[src/rtl/priority_encoder_drain.sv]
// Captures a multi-hot request vector and serialises its set bits into indices,
// one per accepted output beat, lowest-first or highest-first.
module priority_encoder_drain #(
  parameter int N         = 8,
  parameter int W         = $clog2(N),
  parameter bit MSB_FIRST = 1'b0
) (
  input  logic         clk,
  input  logic         rst,
  input  logic [N-1:0] in_vec,
  input  logic         in_valid,
  output logic         in_ready,
  output logic [W-1:0] out_idx,
  output logic         out_valid,
  input  logic         out_ready,
  output logic         out_last,
  output logic         none,
  output logic [W:0]   count
);

  typedef enum logic {IDLE, DRAIN} state_t;

  state_t       state_q, state_d;
  logic [N-1:0] pending_q;
  logic [W:0]   count_q;
  logic         none_q;

  logic [W-1:0] enc_idx;
  logic [W:0]   in_pop;
  logic         single;
  logic         capture;
  logic         accept;
  logic [N-1:0] clear_mask;

  // The last matching bit in loop order wins, giving the requested priority.
  always_comb begin
    enc_idx = '0;
    if (MSB_FIRST) begin
      for (int i = 0; i < N; i++)
        if (pending_q[i]) enc_idx = W'(i);
    end else begin
      for (int i = N - 1; i >= 0; i--)
        if (pending_q[i]) enc_idx = W'(i);
    end
  end

  always_comb begin
    in_pop = '0;
    for (int i = 0; i < N; i++)
      in_pop = in_pop + (W+1)'(in_vec[i]);
  end

  // Exactly one bit set: nonzero and clearing the lowest set bit leaves zero.
  assign single     = (pending_q != '0) && ((pending_q & (pending_q - N'(1))) == '0);
  assign capture    = (state_q == IDLE) && in_valid;
  assign accept     = (state_q == DRAIN) && out_ready;
  assign clear_mask = N'(1) << enc_idx;

  always_comb begin
    state_d = state_q;
    case (state_q)
      IDLE:    if (in_valid && (in_vec != '0)) state_d = DRAIN;
      DRAIN:   if (out_ready && single) state_d = IDLE;
      default: state_d = IDLE;
    endcase
  end

  always_ff @(posedge clk) begin
    if (rst) begin
      state_q   <= IDLE;
      pending_q <= '0;
      count_q   <= '0;
      none_q    <= 1'b0;
    end else begin
      state_q <= state_d;
      none_q  <= capture && (in_vec == '0);
      if (capture) begin
        pending_q <= in_vec;
        count_q   <= in_pop;
      end else if (accept) begin
        pending_q <= pending_q & ~clear_mask;
      end
    end
  end

  assign in_ready  = (state_q == IDLE);
  assign out_valid = (state_q == DRAIN);
  assign out_idx   = enc_idx;
  assign out_last  = (state_q == DRAIN) && single;
  assign none      = none_q;
  assign count     = count_q;

endmodule
[config.mk]
export PLATFORM = sky130hd
export DESIGN_NAME = priority_encoder_drain
export DESIGN_NICKNAME = d
export VERILOG_FILES = /design/src/rtl/priority_encoder_drain.sv
export SDC_FILE = /design/constraint.sdc
export NUM_CORES = 1
export LEC_CHECK = 0
export CAP_MARGIN = 20
export CORE_AREA = 2 2 46 48
export CTS_CLUSTER_SIZE = 8
export DETAILED_ROUTE_END_ITERATION = 8
export DIE_AREA = 0 0 48 50
export GPL_ROUTABILITY_DRIVEN = 0
export PLACE_DENSITY = 0.78
export SLEW_MARGIN = 10
export SYNTH_ARGS = -nofsm -noshare
export SYNTH_HDL_FRONTEND = slang
export SYNTH_SLANG_ARGS = --single-unit
[constraint.sdc]
create_clock -name clk -period 5.05 [get_ports clk]
set_input_delay 1.01 -clock clk [delete_from_list [all_inputs] [get_ports clk]]
set_output_delay 1.01 -clock clk [all_outputs]
set_load 0.02 [all_outputs]
Word-level counts from Yosys, hierarchy flattened --
Cells that the tools add are included.
Storage, ports and cells: register bits 14, input port bits 12, output and inout port bits 11, logic and storage cells 42
Operators by class: add/sub/neg operators 8, shift operators 1, muxes and demuxes 13, bitwise operators 4, reduce and logical (&&, ||, !) cells 12
Operators by type and width (number):
- $mux W3 | 8
- $add A4 B1 Y4 | 4
- $and A8 B8 Y8 | 2
- $logic_not A8 Y1 | 2
- $mux W8 | 2
- $reduce_bool A8 Y1 | 2
- $not A8 Y8 | 1
- $shl A1 B3 Y8 const A | 1
- $sub A8 B1 Y8 const B | 1
- $logic_and A1 B1 Y1 | 7
- $add A3 B1 Y4 | 1
- $add A2 B1 Y3 | 1
- $add A1 B1 Y2 | 1
- $mux W1 | 2
- $pmux W1 S2 | 1
- $reduce_bool A2 Y1 | 1
- $not A1 Y1 | 1

Depth between registers and ports, before layout --
Gate-level depths: netlist (run 1).
depth in word-level cells 13, depth in mapped cells 11, gate-level depth less buffers 11

Least setup slack after synthesis (run 1) --
No wires, ideal clock.
kind in2reg, start in in_vec[0], end reg count_q[2] (netlist: count[2]), library setup time 70 ps, data arrival time 3386 ps, required time 4980 ps, slack 1593 ps, stages on the path 11, buffers on the path 0, cell sequence fa_1 inv_1 fa_1 fa_1 inv_1 ha_1 inv_1 fa_1 xnor2_1 nand2_1 a21oi_1
On the way: cells in the longest elaborated chain, start to end 7
Ends and longest elaborated chain:
- start, declared | RTL line 10 | input logic [N-1:0] in_vec,
- $add A1 B1 Y2 | RTL line 50 | in_pop = in_pop + (W+1)'(in_vec[i]);
- $add A2 B1 Y3 | RTL line 50
- $add A3 B1 Y4 | RTL line 50
- $add A4 B1 Y4 (4 in a row) | RTL line 50
- end signal, assigned | RTL line 79 | count_q <= in_pop;
- end, declared | RTL line 25 | logic [W:0] count_q;
No other way between the ends. A chain may end at the register's enable or synchronous reset.

Final worst setup path (run 1) --
Ends and elaborated chain as after synthesis.

==> summary.txt, run 1 <==
CTS
  • CTS tree: built
  • Longest Clk Path Bufs: 2
  • # H-tree levels: 1
  • Later-pin clock latency in the skew report: about 0.28 ns
  • Cts hold-fix bufs: 0
  • CTS Buf Count: 3
  • Post-CTS sizing: 0
  • Clk sink count: 14
  • Clock-pin slew on the worst setup and hold paths: about 0.08 ns
  • Root buf cell: clkbuf_4
  • Setup bufs post-CTS: 0

Power
  • Gate power share: 0.374
  • Clock power share: 0.244
  • PD cells: roughly 280 nW/µm²
  • Sw Pwr: about 110 µW
  • Static leakage: around 0.48 nW
  • Peak VDD IR: around 0.21 mV
  • Int Power: around 220 µW
  • Total power draw: roughly 330 µW
  • Sw frac: 0.331
  • Sequential share of power: 0.382

Logic synthesis
  • Synth top area cells: dfxtp_1 31%, fa_1 8.9%, a21oi_1 6.6%
  • Yosys cell types: 36
  • Top_reg_cell synth: dfxtp_1
  • FF+latch count, synth: 14
  • Yosys top cell by area: dfxtp_1
  • Sequential area share after synthesis: 0.310
  • Syn nets: roughly 130
  • Yosys top cell area share: 0.310
  • Asr flop ratio synth: 0
  • Syn Area/Cell: roughly 8.1 µm²
  • Post-synth design cell area: ~900 µm²
  • Gate Count Post-Synth: 112
  • Synth warn: 0
  • Number of synthesized flops with an enable pin: 0

STA
  • Setup Total Neg Slack: 0 ns
  • Clock skew: ~0.0006 ns
  • Measured slew at the worst slew-check pin: a little under 0.9 ns
  • Final Setup Violations: 0
  • Final worst slack: about 1.2 ns
  • Max_slew headroom: 0.408
  • FMAX: approximately 260 MHz
  • Final min period: roughly 3.8 ns
  • RSZ-0062 raised after global routing: false
  • Pins Over Slew Limit: 0
  • Final Hold Viols: 0
  • Tcrit/Tclk final: 0.755
  • Hold_ws: about 0.46 ns

Outcome
  • Status: completed

Cells and area
  • Share of cells above drive strength 1: 0.0741
  • Register cell area after layout: ~280 µm²
  • Area Overhead vs Synth: 30.8%
  • Final net count: about 160
  • Layout fillers: around 180
  • Ant. Diodes: 0
  • Total area of multi-input combinational cells: between 500 and 600 µm²

Global routing
  • Global-route wire length before repair: approximately 3.4 mm
  • Largest net degree at the start of global routing: 16
  • Global route total overflow: 0
  • Initial antenna violation count: 0
  • Vias in the first global route: roughly 770
  • Total GRT Usage: 0.199

Worst setup path
  • Setup crit start kind: input port
  • Worst endpoint required time: ~5.3 ns
  • Critical Path End Type: flop
  • Worst r2r path cells: 5
  • FF-to-FF Start: pending_q[0]
  • R2R Setup Slk: approximately 3.4 ns
  • CP Max Fanout: 3
  • Worst R2R End: pending_q[7]
  • Arrival @ worst endpoint: approximately 4.0 ns
  • CP Launch Point: in_vec[0]
  • Worst setup path class: in -> reg

Placed design
  • HPWL after DPL: 1.62 mm
  • PortBufs: 22
  • Post-placement worst setup slack: 0.964 ns

Route
  • Starting DRT DRC Count: 6
  • 1st-pass router iterations: 4
  • WL final: 2.03 mm
  • Drt wl/cell: about 13 µm
  • Vias per cell: between 5 and 6
  • Final ANT Viol Nets: 0
  • # DRC: 0
  • Via count: 850

Min path
  • Worst hold path type: reg -> reg
  • Worst Hold Launch: count[0]
  • WHS Endpoint: count[0]
  • Hold path depth: 2

Floorplanning
  • Die Y: 50 µm
  • Chip Width: around 48 µm
  • Die area: roughly 2400 µm²
  • # IOs: 23
  • Initial Util: 0.476
  • Core Box Area: 1900 µm²
  • Count of standard-cell rows: 16

Job
  • Max-Cap Viols: 0
kinds of logic (layout without fill, tap and decap cells):
family / count (synthesis) / in the layout / share of synthesized area
buf+inv: 19 / 42 / 0.0788
compound gates: 25 / 25 / 0.183
fa+ha+maj: 9 / 9 / 0.155
simple gates: 44 / 44 / 0.264
flops: 14 / 14 / 0.310
xor+xnor: 1 / 1 / 0.00968
worst max-delay path by stage:
| stage | end | slack (ns) |
|---|---|---|
| floorplan | count[2] | 1.59 |
| global placement | count[2] | 1.01 |
| detailed placement | count[2] | 0.96 |
| CTS | count[2] | 1.24 |
| global route | count[2] | 1.08 |
| finish | count[2] | 1.24 |
metrics by stage:
step / utilization / std cells / instance area (µm²)
floorplan: - / 112 / 905
detailed placement: 0.603 / 158 / 1150
global placement: 0.603 / 158 / 1150
global route: 0.622 / 162 / 1180
CTS: 0.622 / 162 / 1180
finish: 0.622 / 162 / 1180
power groups by stage:
| stage | Combinational [mW] | Clock, mW | Sequential [mW] |
|---|---|---|---|
| final | 0.124 | 0.0812 | 0.127 |
| after floorplan | 0.0742 | 0 | 0.134 |
| after global routing | 0.138 | 0.0873 | 0.129 |
| after CTS | 0.126 | 0.0815 | 0.127 |
| after detailed placement | 0.125 | 0 | 0.130 |
| after global placement | 0.123 | 0 | 0.129 |
registers in the layout, indices dropped and copies added, names as in the netlist:
register / count
count: 4
none: 1
pending_q: 8
out_valid: 1
routing by layer:
metal  share of wire  vias up  global-route usage
met4           0.021        0              0.0811
li1                -      432                   -
met1            0.43      393               0.264
met2            0.50       20               0.316
met3           0.040        5              0.0256
met5               0        -                   0
cells in the mapped netlist (all sizes together), types with 2 or more instances:
| cell | n |
|---|---|
| nand2 | 13 |
| inv | 16 |
| nand3 | 7 |
| o21ai | 2 |
| dfxtp | 14 |
| o211ai | 3 |
| clkbuf | 3 |
| nor2 | 8 |
| a21oi | 12 |
| nor3 | 3 |
| or3 | 2 |
| a311oi | 2 |
| fa | 4 |
| ha | 4 |
| nor2b | 2 |
critical path, cell delays in order:
cell and delay (ns):
clkdlybuf4s50_1 0.47, fa_1 0.56, inv_1 0.05, fa_1 0.49
fa_1 0.40, inv_1 0.06, ha_1 0.16, inv_1 0.06
fa_1 0.37, xnor2_1 0.14, nand2_1 0.07, a21oi_1 0.18
area by class of cell:
| cell class | instances | share of cell area |
|---|---|---|
| multi-input cells | 79 | 0.467 |
| well taps | 27 | 0.0285 |
| flip-flops and latches | 14 | 0.237 |
| inverters | 16 | 0.0507 |
| repair buffers | 22 | 0.186 |
| clock buffers | 4 | 0.0307 |
placed cells by master, fill, tap and decap left out, types with 2 or more instances in the layout:
cell and count:
clkdlybuf4s50_1 22, inv_1 16, dfxtp_1 14, nand2_1 13, a21oi_1 12, nor2_1 7, nand3_1 6, fa_1 4
ha_1 4, nor3_1 3, o211ai_1 3, clkbuf_4 3, o21ai_0 2, nor2b_1 2
(Power assumes the default switching activity.)
==> run 2, diff against run 1 <==
- CORE_AREA: 2 2 46 48 -> 2 2 49 51
- DIE_AREA: 0 0 48 50 -> 0 0 51 53
- PLACE_DENSITY: 0.78 -> 0.73
- clock period: 5.05 -> 3.2 ns (I/O delays scaled with it)
==> run 2 against run 1 <==
  * Clock-buffer cell count is the same
  * Combinational power grew 66%
  * Highest routed layer unchanged
  * Utilization shrank 5.3 points
==> summary.txt, run 2 (synthesized netlist as in run 1, its figures left out) <==
CTS
  • Clk sink count: 14 (unchanged)
  • Later-pin clock latency in the skew report: 0.27 ns (about the same)
  • Clock-pin slew on the worst setup and hold paths: 0.09 ns (about the same)
  • Cts hold-fix bufs: 0 (unchanged)
  • CTS tree: built
  • # H-tree levels: 1 (unchanged)
  • Root buf cell: clkbuf_4
  • Longest Clk Path Bufs: 2 (unchanged)
  • CTS Buf Count: 3 (unchanged)

Cells and area
  • Final Cell Area: 1220 µm² (+3.4%)
  • Total area of multi-input combinational cells: 562 µm² (+1.6%)
  • Area Overhead vs Synth: 35.3%
  • Final Util: 0.570 (-0.0528)
  • Most frequent cells in the layout: 19 x clkdlybuf4s50_1, 16 x inv_1, 14 x dfxtp_1, 13 x nand2_1, 11 x a21oi_1
  • Share of cells above drive strength 1: 0.156 (+0.0820)
  • Most common cell after layout, fill and taps aside: clkdlybuf4s50_1
  • Final net count: 162 (+3.8%)
  • Register cell area after layout: 280 µm² (unchanged)
  • Largest register FFs: 8 (unchanged)
  • Fin cells: 169 (+4.3%)
  • Largest Register: pending_q
  • Ant. Diodes: 0 (unchanged)
  • Layout fillers: 211 (+20%)

Placed design
  • Post-placement cell area: 1190 µm² (+3.4%)
  • Inst Count DP: 164 (+3.8%)
  • PortBufs: 22 (unchanged)
  • HPWL after DPL: 1.68 mm (+3.6%)
  • Post-placement worst setup slack: -0.473 ns (-1.44 ns)

STA
  • Setup Total Neg Slack: 0 ns (unchanged)
  • Clock skew: 0.00195 ns (+0.00135 ns)
  • Hold_ws: 0.464 ns (+0.00452 ns)
  • RSZ-0062 raised after global routing: false
  • Final Setup Violations: 0 (unchanged)
  • Final Hold Viols: 0 (unchanged)
  • Measured slew at the worst slew-check pin: 0.629 ns (-0.257 ns)
  • Pins Over Slew Limit: 0 (unchanged)
  • Max_slew headroom: 0.580 (+0.171)
  • FMAX: about 330 MHz
  • Tcrit/Tclk final: 0.952
  • Final worst slack: 0.153 ns (-1.09 ns)
  • Final min period: 3.05 ns

Floorplanning
  • Initial Util: 0.421 (-0.0546)
  • Die Y: 53 µm (+6.0%)
  • Chip Width: 51 µm (+6.3%)
  • Core Box Area: 2150 µm² (+13%)
  • # IOs: 23 (unchanged)
  • Count of standard-cell rows: 17 (+1)
  • Die area: 2700 µm² (+13%)

Global routing
  • Initial antenna violation count: 0 (unchanged)
  • Global-route wire length before repair: 3.59 mm (+5.1%)
  • Largest net degree at the start of global routing: 16 (unchanged)
  • Total GRT Usage: 0.179 (-0.0207)
  • Global route total overflow: 0 (unchanged)
  • Vias in the first global route: 856 (+11%)

Worst setup path
  • Slowest Stage Delay on Critical Path: 0.54 ns (-0.02 ns)
  • CP cell instances: clkbuf_2 > fa_1 > inv_1 > fa_1 > fa_1 > inv_1 > ha_2 > inv_1 > fa_2 > xnor2_1 > nand2_1 > a21oi_2
  • Critical Path End Type: flop
  • FF-to-FF Start: pending_q[0]
  • Worst endpoint required time: 3.40 ns (-1.86 ns)
  • CP Buf/Inv Count: 4 (unchanged)
  • Slowest stage cell on the critical path: fa_1
  • CP Max Fanout: 2 (-1)
  • CP Launch Point: in_vec[1]
  • Arrival @ worst endpoint: 3.25 ns (-0.77 ns)
  • Critical path's top delay family: adder cells
  • Worst setup path class: in -> reg
  • Setup crit start kind: input port
  • R2R Setup Slk: 1.56 ns (-1.86 ns)

Route
  • # DRC: 0 (unchanged)
  • Vias per cell: 5.29 (+0.82%)
  • Final ANT Viol Nets: 0 (unchanged)
  • Starting DRT DRC Count: 12 (+6)
  • 1st-pass router iterations: 4 (unchanged)
  • Drt wl/cell: 12.7 µm (+1.8%)
  • Via count: 894 (+5.2%)
  • WL final: 2.15 mm (+6.2%)

Power
  • PD cells: 438 nW/µm² (+56%)
  • Static leakage: 0.508 nW (+5.8%)
  • Peak VDD IR: 0.242 mV (+18%)
  • Total power draw: 535 µW (+61%)

Job
  • Max-Cap Viols: 0 (unchanged)

Outcome
  • Status: completed

Min path
  • Worst hold path type: reg -> reg
  • Worst Hold Launch: count[0]
==> run 2: cell types whose count changed in the layout (fill, tap and decap cells not counted) <==
| cell | previous run | this run |
|---|---|---|
| fa_2 | 0 | 1 |
| fa_1 | 4 | 3 |
| buf_4 | 0 | 6 |
| clkdlybuf4s50_1 | 22 | 19 |
| clkbuf_2 | 0 | 3 |
| ha_2 | 0 | 1 |
| a21oi_1 | 12 | 11 |
| a21oi_2 | 0 | 1 |
| ha_1 | 4 | 3 |
==> run 2: routing by layer <==
metal / routed length (µm) / GRT usage
met5: 0 / 0
met3: 68 / 0.0339
met4: 8 / 0.0405
met2: 1030 / 0.307
met1: 1040 / 0.231
==> run 2: repair_timing <==
item	CTS	global route
gates cloned	0	0
resized for setup	3	9
pin swaps	0	5
endpoints found under the setup margin	2	2
setup buffers	0	1
==> run 2: worst paths after layout <==
check / endpoint / cells after the start
setup / recovery: count[2] / 12
hold reg to reg: count[0] / 2
hold / removal: count[0] / 2
setup reg to reg: pending_q[7] / 5
==> run 2: worst min-delay path, stage by stage, from the launching register on <==
cell and delay (ns):
dfxtp_1 0.32, nand2_1 0.05, a21oi_1 0.05
==> run 2: power breakdown <==
part	switching, mW	leakage, nW	internal [mW]
Clock	0.0584	0.0210	0.0691
Combinational	0.105	0.372	0.101
Sequential	0.0140	0.115	0.187
Total	0.178	0.508	0.358
==> run 2: layout make-up <==
cell class / instances / area share
tap: 28 / 0.0286
sequential: 14 / 0.229
inverter: 16 / 0.0491
clock buffer: 4 / 0.0297
timing repair buffer: 28 / 0.204
multi-input combinational: 79 / 0.459
